`config.mk`:
```
export PLATFORM = sky130hd
export DESIGN_NAME = move_button_conditioner_flat
export DESIGN_NICKNAME = d
export VERILOG_FILES = /design/src/rtl/move_button_conditioner_pkg.sv /design/src/rtl/move_button_conditioner_if.sv /design/src/rtl/move_button_conditioner_debouncer.sv /design/src/rtl/move_button_conditioner.sv /design/src/flat_wrapper.sv
export SDC_FILE = /design/constraint.sdc
export NUM_CORES = 1
export LEC_CHECK = 0
export BUFFER_PORTS_ARGS = -buffer_cell sky130_fd_sc_hd__buf_4
export CORE_MARGIN = 10
export CORE_UTILIZATION = 40
export CTS_BUF_LIST = sky130_fd_sc_hd__clkbuf_4
export CTS_CLUSTER_DIAMETER = 30
export DETAILED_ROUTE_END_ITERATION = 8
export PLACE_DENSITY_LB_ADDON = 0.05
export SETUP_SLACK_MARGIN = 0.2
export SKIP_CTS_REPAIR_TIMING = 1
export SLEW_MARGIN = 20
export SYNTH_ARGS = -nofsm -noshare
export SYNTH_HDL_FRONTEND = slang
export SYNTH_SLANG_ARGS = --single-unit
```
`constraint.sdc`:
```
create_clock -name clk -period 2.4 [get_ports clk]
set_input_delay 0 -clock clk [delete_from_list [all_inputs] [get_ports clk]]
set_output_delay 0 -clock clk [all_outputs]
set_load 0.03 [all_outputs]
```
`src/rtl/move_button_conditioner_pkg.sv`:
```
// Shared types and constants for the move button conditioner.
// Direction indices double as arbitration priority: lower index wins.
package move_ctrl_pkg;

  localparam int NUM_DIRS = 4;

  typedef enum logic [1:0] {
    DIR_UP    = 2'd0,
    DIR_DOWN  = 2'd1,
    DIR_LEFT  = 2'd2,
    DIR_RIGHT = 2'd3
  } dir_t;

  // Default timing, 50 MHz clock: 20 ms debounce, 0.5 s first repeat, 0.1 s repeat period.
  localparam int DEF_DEBOUNCE_CYCLES = 1000000;
  localparam int DEF_REPEAT_DELAY    = 25000000;
  localparam int DEF_REPEAT_PERIOD   = 5000000;

  // One-hot mask of the lowest set bit of vec (all zeros when vec is empty).
  function automatic logic [NUM_DIRS-1:0] lowest_one(input logic [NUM_DIRS-1:0] vec);
    logic [NUM_DIRS-1:0] res;
    res = '0;
    for (int i = NUM_DIRS - 1; i >= 0; i--) begin
      if (vec[i]) begin
        res    = '0;
        res[i] = 1'b1;
      end
    end
    return res;
  endfunction

endpackage

```
`src/rtl/move_button_conditioner_if.sv`:
```
// Button-side and cursor-side signals of the move button conditioner.
// master: the board/test side that drives buttons and enable.
// slave:  the conditioner itself.
interface move_button_conditioner_if;

  logic enable;
  logic btn_up_n;
  logic btn_down_n;
  logic btn_left_n;
  logic btn_right_n;
  logic move_up;
  logic move_down;
  logic move_left;
  logic move_right;
  logic busy;

  modport master (
    output enable, btn_up_n, btn_down_n, btn_left_n, btn_right_n,
    input  move_up, move_down, move_left, move_right, busy
  );

  modport slave (
    input  enable, btn_up_n, btn_down_n, btn_left_n, btn_right_n,
    output move_up, move_down, move_left, move_right, busy
  );

endinterface

```
`src/rtl/move_button_conditioner_debouncer.sv`:
```
// button_debouncer: 2-flop synchronizer, stability counter and press strobe
// for one raw active-low push-button.
// press_o is high on the clock whose edge moves the debounced level 1 -> 0.
module button_debouncer #(
  parameter int DEBOUNCE_CYCLES = 1000000
) (
  input  logic clk,
  input  logic rst_n,
  input  logic btn_n_i,
  output logic level_o,
  output logic press_o
);

  localparam int CNT_W = $clog2(DEBOUNCE_CYCLES + 1);
  localparam logic [CNT_W-1:0] CNT_LAST = CNT_W'(DEBOUNCE_CYCLES - 1);
  localparam logic [CNT_W-1:0] CNT_ONE  = CNT_W'(1);

  logic             sync1_q, sync2_q;
  logic             level_q, level_d;
  logic [CNT_W-1:0] cnt_q, cnt_d;

  // Bring the asynchronous button into the clk domain; reset to released.
  // NOTE: sequential state always uses <= so every flop samples pre-edge values.
  always_ff @(posedge clk or negedge rst_n) begin
    if (!rst_n) begin
      sync1_q <= 1'b1;
      sync2_q <= 1'b1;
    end else begin
      sync1_q <= btn_n_i;
      sync2_q <= sync1_q;
    end
  end

  // Count consecutive clocks the sample disagrees with the level; adopt it on the last one.
  // NOTE: defaults first so every path assigns every output and no latch is inferred.
  always_comb begin
    cnt_d   = cnt_q;
    level_d = level_q;
    if (sync2_q == level_q) begin
      cnt_d = '0;
    end else if (cnt_q == CNT_LAST) begin
      level_d = sync2_q;
      cnt_d   = '0;
    end else begin
      cnt_d = cnt_q + CNT_ONE;
    end
  end

  // Debounce state registers.
  always_ff @(posedge clk or negedge rst_n) begin
    if (!rst_n) begin
      level_q <= 1'b1;
      cnt_q   <= '0;
    end else begin
      level_q <= level_d;
      cnt_q   <= cnt_d;
    end
  end

  assign level_o = level_q;
  assign press_o = level_q & ~level_d;

endmodule

```
`src/rtl/move_button_conditioner.sv`:
```
// move_button_conditioner: debounces four raw move buttons and turns each
// accepted press into one active-low, single-cycle move pulse, at most one
// direction per clock (up > down > left > right).
// Optional feature: define MOVE_BUTTON_AUTO_REPEAT_EN to re-issue moves while
// a button stays held (first after REPEAT_DELAY, then every REPEAT_PERIOD).
module move_button_conditioner
  import move_ctrl_pkg::*;
#(
  parameter int DEBOUNCE_CYCLES = DEF_DEBOUNCE_CYCLES,
  parameter int REPEAT_DELAY    = DEF_REPEAT_DELAY,
  parameter int REPEAT_PERIOD   = DEF_REPEAT_PERIOD
) (
  input  logic                      clk,
  input  logic                      rst,
  move_button_conditioner_if.slave  io
);

  if (DEBOUNCE_CYCLES < 1 || REPEAT_DELAY < 1 || REPEAT_PERIOD < 1) begin : g_bad_cfg
    $error("move_button_conditioner: timing parameters must be at least 1");
  end

  logic [NUM_DIRS-1:0] btn_n;
  logic [NUM_DIRS-1:0] level;
  logic [NUM_DIRS-1:0] press;
  logic [NUM_DIRS-1:0] rpt_fire;
  logic [NUM_DIRS-1:0] set_mask;
  logic [NUM_DIRS-1:0] grant;
  logic [NUM_DIRS-1:0] pending_q, pending_d;
  logic [NUM_DIRS-1:0] move_n_q, move_n_d;

  assign btn_n[DIR_UP]    = io.btn_up_n;
  assign btn_n[DIR_DOWN]  = io.btn_down_n;
  assign btn_n[DIR_LEFT]  = io.btn_left_n;
  assign btn_n[DIR_RIGHT] = io.btn_right_n;

  for (genvar gi = 0; gi < NUM_DIRS; gi++) begin : g_btn
    button_debouncer #(
      .DEBOUNCE_CYCLES (DEBOUNCE_CYCLES)
    ) u_debouncer (
      .clk     (clk),
      .rst_n   (rst),
      .btn_n_i (btn_n[gi]),
      .level_o (level[gi]),
      .press_o (press[gi])
    );
  end

`ifdef MOVE_BUTTON_AUTO_REPEAT_EN
  localparam int RPT_MAX = (REPEAT_DELAY > REPEAT_PERIOD) ? REPEAT_DELAY : REPEAT_PERIOD;
  localparam int RPT_W   = $clog2(RPT_MAX + 1);
  localparam logic [RPT_W-1:0] DELAY_LAST  = RPT_W'(REPEAT_DELAY - 1);
  localparam logic [RPT_W-1:0] PERIOD_LAST = RPT_W'(REPEAT_PERIOD - 1);
  localparam logic [RPT_W-1:0] RPT_ONE     = RPT_W'(1);

  logic [RPT_W-1:0]    rpt_cnt_q [NUM_DIRS];
  logic [RPT_W-1:0]    rpt_cnt_d [NUM_DIRS];
  logic [NUM_DIRS-1:0] rpt_active_q, rpt_active_d;
  logic [NUM_DIRS-1:0] rpt_first_q, rpt_first_d;

  // Per-direction repeat timer: armed by an accepted press, cleared by release or enable low.
  always_comb begin
    rpt_fire     = '0;
    rpt_active_d = rpt_active_q;
    rpt_first_d  = rpt_first_q;
    for (int i = 0; i < NUM_DIRS; i++) begin
      rpt_cnt_d[i] = rpt_cnt_q[i];
      if (io.enable && press[i]) begin
        rpt_active_d[i] = 1'b1;
        rpt_first_d[i]  = 1'b1;
        rpt_cnt_d[i]    = '0;
      end else if (!io.enable || level[i]) begin
        rpt_active_d[i] = 1'b0;
        rpt_first_d[i]  = 1'b0;
        rpt_cnt_d[i]    = '0;
      end else if (rpt_active_q[i]) begin
        if (rpt_cnt_q[i] == (rpt_first_q[i] ? DELAY_LAST : PERIOD_LAST)) begin
          rpt_fire[i]    = 1'b1;
          rpt_first_d[i] = 1'b0;
          rpt_cnt_d[i]   = '0;
        end else begin
          rpt_cnt_d[i] = rpt_cnt_q[i] + RPT_ONE;
        end
      end
    end
  end

  // Repeat timer registers.
  // NOTE: the counter array is a handful of flops, not a RAM, so every entry is reset.
  always_ff @(posedge clk or negedge rst) begin
    if (!rst) begin
      rpt_active_q <= '0;
      rpt_first_q  <= '0;
      for (int i = 0; i < NUM_DIRS; i++) begin
        rpt_cnt_q[i] <= '0;
      end
    end else begin
      rpt_active_q <= rpt_active_d;
      rpt_first_q  <= rpt_first_d;
      for (int i = 0; i < NUM_DIRS; i++) begin
        rpt_cnt_q[i] <= rpt_cnt_d[i];
      end
    end
  end
`else
  // Without repeats a held button yields a single pulse; the level has no consumer.
  logic unused_level;
  assign unused_level = &{1'b0, level};
  assign rpt_fire     = '0;
`endif

  // Serve the lowest pending direction; new sets win over the clear of a served bit.
  always_comb begin
    grant     = io.enable ? lowest_one(pending_q) : '0;
    set_mask  = (press & {NUM_DIRS{io.enable}}) | rpt_fire;
    pending_d = io.enable ? ((pending_q & ~grant) | set_mask) : '0;
    move_n_d  = ~grant;
  end

  // Pending flags and registered active-low move outputs.
  always_ff @(posedge clk or negedge rst) begin
    if (!rst) begin
      pending_q <= '0;
      move_n_q  <= '1;
    end else begin
      pending_q <= pending_d;
      move_n_q  <= move_n_d;
    end
  end

  assign io.move_up    = move_n_q[DIR_UP];
  assign io.move_down  = move_n_q[DIR_DOWN];
  assign io.move_left  = move_n_q[DIR_LEFT];
  assign io.move_right = move_n_q[DIR_RIGHT];
  assign io.busy       = |pending_q;

endmodule

```
`src/flat_wrapper.sv`:
```
// flat-port wrapper written by rule: the top's interface ports become plain ports
module move_button_conditioner_flat import move_ctrl_pkg::*;
#(
  parameter int DEBOUNCE_CYCLES = DEF_DEBOUNCE_CYCLES,
  parameter int REPEAT_DELAY    = DEF_REPEAT_DELAY,
  parameter int REPEAT_PERIOD   = DEF_REPEAT_PERIOD
)
  (clk, rst, io_enable, io_btn_up_n, io_btn_down_n, io_btn_left_n, io_btn_right_n, io_move_up, io_move_down, io_move_left, io_move_right, io_busy);
  move_button_conditioner_if io_i ();
  input  logic clk;
  input  logic rst;
  input wire logic [$bits(io_i.enable)-1:0] io_enable;
  input wire logic [$bits(io_i.btn_up_n)-1:0] io_btn_up_n;
  input wire logic [$bits(io_i.btn_down_n)-1:0] io_btn_down_n;
  input wire logic [$bits(io_i.btn_left_n)-1:0] io_btn_left_n;
  input wire logic [$bits(io_i.btn_right_n)-1:0] io_btn_right_n;
  output wire logic [$bits(io_i.move_up)-1:0] io_move_up;
  output wire logic [$bits(io_i.move_down)-1:0] io_move_down;
  output wire logic [$bits(io_i.move_left)-1:0] io_move_left;
  output wire logic [$bits(io_i.move_right)-1:0] io_move_right;
  output wire logic [$bits(io_i.busy)-1:0] io_busy;
  assign io_i.enable = io_enable;
  assign io_i.btn_up_n = io_btn_up_n;
  assign io_i.btn_down_n = io_btn_down_n;
  assign io_i.btn_left_n = io_btn_left_n;
  assign io_i.btn_right_n = io_btn_right_n;
  assign io_move_up = io_i.move_up;
  assign io_move_down = io_i.move_down;
  assign io_move_left = io_i.move_left;
  assign io_move_right = io_i.move_right;
  assign io_busy = io_i.busy;
  move_button_conditioner #(.DEBOUNCE_CYCLES(DEBOUNCE_CYCLES), .REPEAT_DELAY(REPEAT_DELAY), .REPEAT_PERIOD(REPEAT_PERIOD)) u_core (.clk(clk), .rst(rst), .io(io_i));
endmodule
```
==> impl_metrics.csv, run 1 <==
group,metric,value,unit
die,core_area,0.0115,sq mm
route,drc,0,
global_route,grt_max_degree,53,
timing,fmaxAchievable,458,MHz
clock_tree,htree_levels,3,
timing,finalSetupViolCount,0,
timing,relSlewSlack,54.5,%
route,vias,3480,
global_route,antenna_found_initial,1,
worst_setup_path,cp.depth,4,
route,drtAntennaViolNets,0,
placement,portBuffers,11,
die,die_w,129,um
cells_and_area,layout_commonest_cell,"dfrtp_1",
clock_tree,cts_tree,"built",
synth,synth_ff_type,"dfrtp_1",
worst_setup_path,r2r-end,"u_core.pending_q[2]$_DFF_PN0_",
timing,drv_slew,0,
power_and_ir_drop,power_density,518,mW/mm^2
synth,synth.avg_cell_area,10.1,sq um
timing,period_minus_slack,2.19,ns
global_route,grt.total_usage,11.7,%
cells_and_area,stdcell_area,0.00529,sq mm
cells_and_area,drive_gt1_share,14.7,%
worst_setup_path,endpoint_kind,"flip-flop",
worst_setup_path,critical_path_arrival,2.59,ns
route,wl_per_cell,14.2,um
worst_setup_path,path_delay_family,"simple AND/OR/NAND/NOR gates",
synth,ys_seq_area_share,53.1,%
synth,syn_area,0.00475,sq mm
synth,syn_nets,483,
synth,yosys_register_bits,100,
timing,hold_viol_final,0,
cells_and_area,syn2layout_area_growth,11.2,%
worst_setup_path,critPathLaunch,"u_core.g_btn[2].u_debouncer.cnt_q[7]$_DFF_PN0_",
worst_setup_path,r2r_setup_slack,0.21,ns
timing,rsz0062_at_grt,"yes",
die,dieArea,0.0166,sq mm
power_and_ir_drop,ir_drop,0.281,mV
die,io_pins,12,
synth,yosysWarnings,0,
worst_setup_path,cp.required,2.81,ns
global_route,grt_pass1_wl,15.8,mm
worst_setup_path,setup.worst_path.end,"u_core.pending_q[2]$_DFF_PN0_",
timing,finalClockSkew,0.0103,ns
clock_tree,clk_latency,0.47,ns
synth,async_reset_ff_share,100,%
die,dieHeight,129,um
route,drt-total-wl,9.19,mm
route,drtPass1Iterations,4,
synth,synth_edf_count,0,
route,drt_iter0_markers,181,
synth,synth_cells,472,
cells_and_area,most-common-layout-cells,"dfrtp_1 (81), nor2_1 (62), nand3_1 (33)",
die,start_util,41.3,%
worst_setup_path,worstPathMaxFanout,5,
power_and_ir_drop,leakagePower,2.08,nW
global_route,grt_pass1_vias,3321,
cells_and_area,post-route-util,45.9,%
clock_tree,cts_buffers,9,
timing,fin_setup_tns,0,ns
synth,yosysUniqueCellTypes,42,
run_status,status,"finished clean",
cells_and_area,fin_nets,510,
timing,worst_pin_slew,0.682,ns
worst_setup_path,crit_slowest_cell,"or4_4",
clock_tree,cts_root_buf,"clkbuf_4",
worst_setup_path,crit_path_cell_trace,"or4_1 > or4_4 > or4b_1 > a21boi_1",
timing,min_period_over_period,91.1,%
placement,routabilityCongestion,0.824,
clock_tree,cts_max_path_buffers,2,
hold_path,hp-class,"in -> async",
worst_setup_path,path_class,"reg -> reg",
job,cap_violations,0,
power_and_ir_drop,p_total,0.00274,W
route,vias_per_cell,5.37,
timing,whs,0.0973,ns
die,num_rows,39,
worst_setup_path,slowest_delay,0.54,ns
worst_setup_path,startpoint_type,"flip-flop",
worst_setup_path,reg2regPathDepth,4,
placement,hpwl,6.17,mm
global_route,grt.overflow.total,0,
worst_setup_path,r2r_start,"u_core.g_btn[2].u_debouncer.cnt_q[7]$_DFF_PN0_",
placement,dpl_cell_area,0.00501,sq mm
worst_setup_path,path_buf_inv,0,
clock_tree,clkSinkCount,100,
cells_and_area,fillers,1129,
clock_tree,clk_pin_slew,0.16,ns
## routing by layer
layer	track usage (%)	wire [um]
met1	15.1	4420
met2	18.0	4350
met3	4.31	333
met4	3.55	83
met5	0	0
## Yosys cell counts, drive strengths merged, types with 5 or more instances
cell type | count | share of area (%)
and3 | 6 | 0.79
nand3 | 33 | 3.5
a21oi | 24 | 2.5
o21ai | 15 | 1.6
or3 | 11 | 1.4
or4 | 16 | 2.6
nor2 | 62 | 4.9
inv | 17 | 1.3
dfrtp | 84 | 44
clkbuf | 13 | 1.0
nand2 | 19 | 1.5
xor2 | 27 | 5.0
dfstp | 16 | 8.8
nor3 | 12 | 1.3
o31ai | 10 | 1.7
and2 | 6 | 0.79
nor4 | 9 | 1.2
nand4 | 23 | 3.0
and4 | 5 | 0.92
xnor2 | 25 | 4.6
## worst min-delay path by stage
stage                startpoint                                         endpoint  slack [ns]  cells after the start
finish                      rst   u_core.g_btn[3].u_debouncer.cnt_q[2]$_DFF_PN0_         0.1                      2
global route        io_btn_up_n    u_core.g_btn[0].u_debouncer.sync1_q$_DFF_PN1_        0.10                      2
CTS                         rst  u_core.g_btn[3].u_debouncer.cnt_q[10]$_DFF_PN0_       -0.46                      1
detailed placement          rst  u_core.g_btn[3].u_debouncer.cnt_q[12]$_DFF_PN0_         0.1                      1
global placement            rst  u_core.g_btn[3].u_debouncer.cnt_q[12]$_DFF_PN0_        0.09                      1
floorplan                   rst   u_core.g_btn[0].u_debouncer.cnt_q[0]$_DFF_PN0_       -0.30                      0
## through the flow
step	worst slack, ns	std cells
floorplan	0.247	472
global placement	0.213	618
detailed placement	0.204	618
CTS	0.146	634
global route	0.128	648
finish	0.214	648
## where the power goes
group	switching, W	total (W)	internal, W
Sequential	0.0000223	0.00174	0.00171
Clock	0.000571	0.000883	0.000312
Combinational	0.0000771	0.000120	0.0000427
## layout make-up
class / instances / area, sq um / share of cell area, %
clock buffer: 9 / 67.6 / 1.28
tap: 143 / 179 / 3.39
clock inverter: 7 / 67.6 / 1.28
timing repair buffer: 32 / 272 / 5.14
inverter: 17 / 63.8 / 1.21
multi-input combinational: 339 / 2110 / 39.9
sequential: 100 / 2530 / 47.8
antenna: 1 / 2.50 / 0.0473
## cells by family (layout without fill, tap and decap cells)
kind of cell             count (synthesis)  count (layout)  share of synthesized area, %
flip-flops                             100             100                          53.1
AND/OR/NAND/NOR                        223             223                          25.4
other                                    0               1                             0
multiplexers                             5               5                          1.16
AO/OA/AOI/OAI                           55              55                          6.87
buffers and inverters                   33              65                          2.82
adder cells (fa/ha/maj)                  4               4                          1.05
XOR/XNOR                                52              52                          9.59
## flip-flops by register name, indices dropped and copies added (netlist names)
register	flops
u_core.g_btn.u_debouncer.cnt_q	80
u_core.g_btn.u_debouncer.level_o	4
u_core.g_btn.u_debouncer.sync1_q	4
u_core.g_btn.u_debouncer.sync2_q	4
u_core.move_n_q	4
u_core.pending_q	4
No activity file was read; power rests on OpenSTA's default activity.
==> run 2: changes to the inputs <==
--- a/config.mk
+++ b/config.mk
@@ -5,12 +5,12 @@
 export SDC_FILE = /design/constraint.sdc
 export NUM_CORES = 1
 export LEC_CHECK = 0
-export BUFFER_PORTS_ARGS = -buffer_cell sky130_fd_sc_hd__buf_4
 export CORE_MARGIN = 10
 export CORE_UTILIZATION = 40
 export CTS_BUF_LIST = sky130_fd_sc_hd__clkbuf_4
 export CTS_CLUSTER_DIAMETER = 30
 export DETAILED_ROUTE_END_ITERATION = 8
+export DONT_BUFFER_PORTS = 1
 export PLACE_DENSITY_LB_ADDON = 0.05
 export SETUP_SLACK_MARGIN = 0.2
 export SKIP_CTS_REPAIR_TIMING = 1
==> impl_metrics.csv, run 2 (synthesis gave the netlist of run 1 again) <==
group,metric,value,unit
run_status,status,"finished with violations",
run_status,violations,"hold timing",
cells_and_area,largest-register,"u_core.g_btn.u_debouncer.cnt_q",
clock_tree,cts_buffers,9,
power_and_ir_drop,leakagePower,2.01,nW
power_and_ir_drop,combPwrFrac,4.3,%
worst_setup_path,crit_slowest_cell,"or4_4",
job,cap_violations,0,
timing,drv_slew,0,
worst_setup_path,r2r-end,"u_core.pending_q[2]$_DFF_PN0_",
worst_setup_path,r2r_start,"u_core.g_btn[2].u_debouncer.cnt_q[7]$_DFF_PN0_",
global_route,grt_pass1_vias,3366,
hold_path,hold_path.startpoint,"io_enable",
power_and_ir_drop,clkPwrFrac,29.3,%
timing,whs,-0.370,ns
clock_tree,cts_tree,"built",
cells_and_area,fillers,1116,
route,vias_per_cell,5.38,
cells_and_area,most-common-layout-cells,"dfrtp_1 (82), nor2_1 (62), nand3_1 (33)",
worst_setup_path,cp.required,2.81,ns
power_and_ir_drop,p_int,0.00197,W
route,drt_iter0_markers,272,
global_route,antenna_found_initial,1,
die,start_util,41.3,%
cells_and_area,stdcell_area,0.00518,sq mm
route,drtAntennaViolNets,0,
clock_tree,cts_max_path_buffers,2,
worst_setup_path,path_class,"reg -> reg",
timing,finalSetupViolCount,0,
timing,period_minus_slack,2.19,ns
global_route,grt.total_usage,11.8,%
power_and_ir_drop,ir_drop,0.254,mV
clock_tree,clkSinkCount,100,
cells_and_area,largest_reg_flops,80,
route,vias,3412,
global_route,grt_max_degree,101,
die,dieHeight,129,um
placement,routabilityCongestion,0.770,
die,io_pins,12,
global_route,busiest_layer,"met2",
clock_tree,htree_levels,3,
worst_setup_path,critical_path_arrival,2.60,ns
die,dieArea,0.0166,sq mm
placement,portBuffers,0,
route,drt-total-wl,9.16,mm
route,drc,0,
placement,hpwl,5.89,mm
power_and_ir_drop,power_switching,0.000639,W
power_and_ir_drop,power_density,504,mW/mm^2
timing,min_period_over_period,91.2,%
die,core_area,0.0115,sq mm
clock_tree,cts_root_buf,"clkbuf_4",
timing,rsz0062_at_grt,"yes",
timing,finalClockSkew,0.00978,ns
worst_setup_path,path_delay_family,"simple AND/OR/NAND/NOR gates",
hold_path,hold-path-endpoint,"u_core.pending_q[3]$_DFF_PN0_",
die,num_rows,39,
clock_tree,clk_latency,0.46,ns
timing,hold_viol_final,3,
placement,dpl_cell_area,0.00492,sq mm
worst_setup_path,reg2regPathDepth,4,
power_and_ir_drop,p_seq_share,66.5,%
global_route,gr-usage-met2,18.3,%
global_route,grt.overflow.total,0,
worst_setup_path,slowest_delay,0.54,ns
die,die_w,129,um
timing,worst_pin_slew,0.602,ns
timing,fin_setup_tns,0,ns
global_route,grt_pass1_wl,16.0,mm
worst_setup_path,crit_path_cell_trace,"or4_1 > or4_4 > or4b_4 > a21boi_1",
power_and_ir_drop,p_sw_share,24.5,%
hold_path,hp-class,"in -> reg",
worst_setup_path,r2r_setup_slack,0.21,ns
worst_setup_path,path_buf_inv,0,
worst_setup_path,endpoint_kind,"flip-flop",
global_route,grt.met3_usage,4.15,%
cells_and_area,syn2layout_area_growth,9.06,%
global_route,grt_use_met1,15.2,%
route,wl_per_cell,14.4,um
clock_tree,clk_pin_slew,0.14,ns
route,drtPass1Iterations,6,
cells_and_area,layout_commonest_cell,"dfrtp_1",
cells_and_area,fin_nets,497,
worst_setup_path,startpoint_type,"flip-flop",
timing,fmaxAchievable,457,MHz
timing,relSlewSlack,59.5,%
cells_and_area,drive_gt1_share,11.2,%
worst_setup_path,worstPathMaxFanout,7,
hold_path,worst_hold_path.num_cells,1,
[run 2: per-layer routing]
layer / wire (um) / vias to the layer above
li1: - / 1700
met1: 4570 / 1669
met2: 4160 / 33
met3: 320 / 10
met4: 106 / 0
met5: 0 / -
[run 2: power by group through the flow]
stage / sequential [W] / clock, W / combinational [W]
5_1_grt: 0.00174 / 0.000877 / 0.000131
4_1_cts: 0.00174 / 0.000821 / 0.0000690
2_1_floorplan: 0.00176 / 0 / 0.0000520
3_5_place_dp: 0.00177 / 0 / 0.0000687
6_report: 0.00174 / 0.000765 / 0.000112
3_3_place_gp: 0.00177 / 0 / 0.0000683
[run 2: layout make-up]
class	count	area, sq um	area share, %
Clock buffer	11	82.6	1.59
Sequential cell	100	2520	48.7
Timing Repair Buffer	19	200	3.86
Inverter	17	63.8	1.23
Multi-Input combinational cell	339	2110	40.7
Tap cell	143	179	3.45
Antenna cell	1	2.50	0.0483
Clock inverter	4	17.5	0.338
[run 2: per-stage QoR]
step	hold slack, ns	setup slack (ns)	power [W]	util [%]	std cells
2_1_floorplan	-0.296	0.247	0.00181	-	472
3_3_place_gp	-0.292	0.236	0.00184	42.8	606
3_5_place_dp	-0.291	0.209	0.00184	42.8	606
4_1_cts	-0.841	0.188	0.00263	43.6	621
5_1_grt	-0.425	0.134	0.00275	45.0	634
6_report	-0.370	0.211	0.00261	45.0	634
[run 2: worst max-delay path by stage]
stage | from | end | slack, ns | depth (start not counted)
floorplan | u_core.g_btn[2].u_debouncer.cnt_q[11]$_DFF_PN0_ | u_core.pending_q[2]$_DFF_PN0_ | 0.25 | 5
global placement | u_core.g_btn[2].u_debouncer.cnt_q[8]$_DFF_PN0_ | u_core.pending_q[2]$_DFF_PN0_ | 0.24 | 4
detailed placement | u_core.g_btn[2].u_debouncer.cnt_q[7]$_DFF_PN0_ | u_core.pending_q[2]$_DFF_PN0_ | 0.21 | 4
CTS | u_core.g_btn[2].u_debouncer.cnt_q[8]$_DFF_PN0_ | u_core.pending_q[2]$_DFF_PN0_ | 0.19 | 4
global route | u_core.g_btn[2].u_debouncer.cnt_q[8]$_DFF_PN0_ | u_core.pending_q[2]$_DFF_PN0_ | 0.13 | 4
finish | u_core.g_btn[2].u_debouncer.cnt_q[7]$_DFF_PN0_ | u_core.pending_q[2]$_DFF_PN0_ | 0.21 | 4
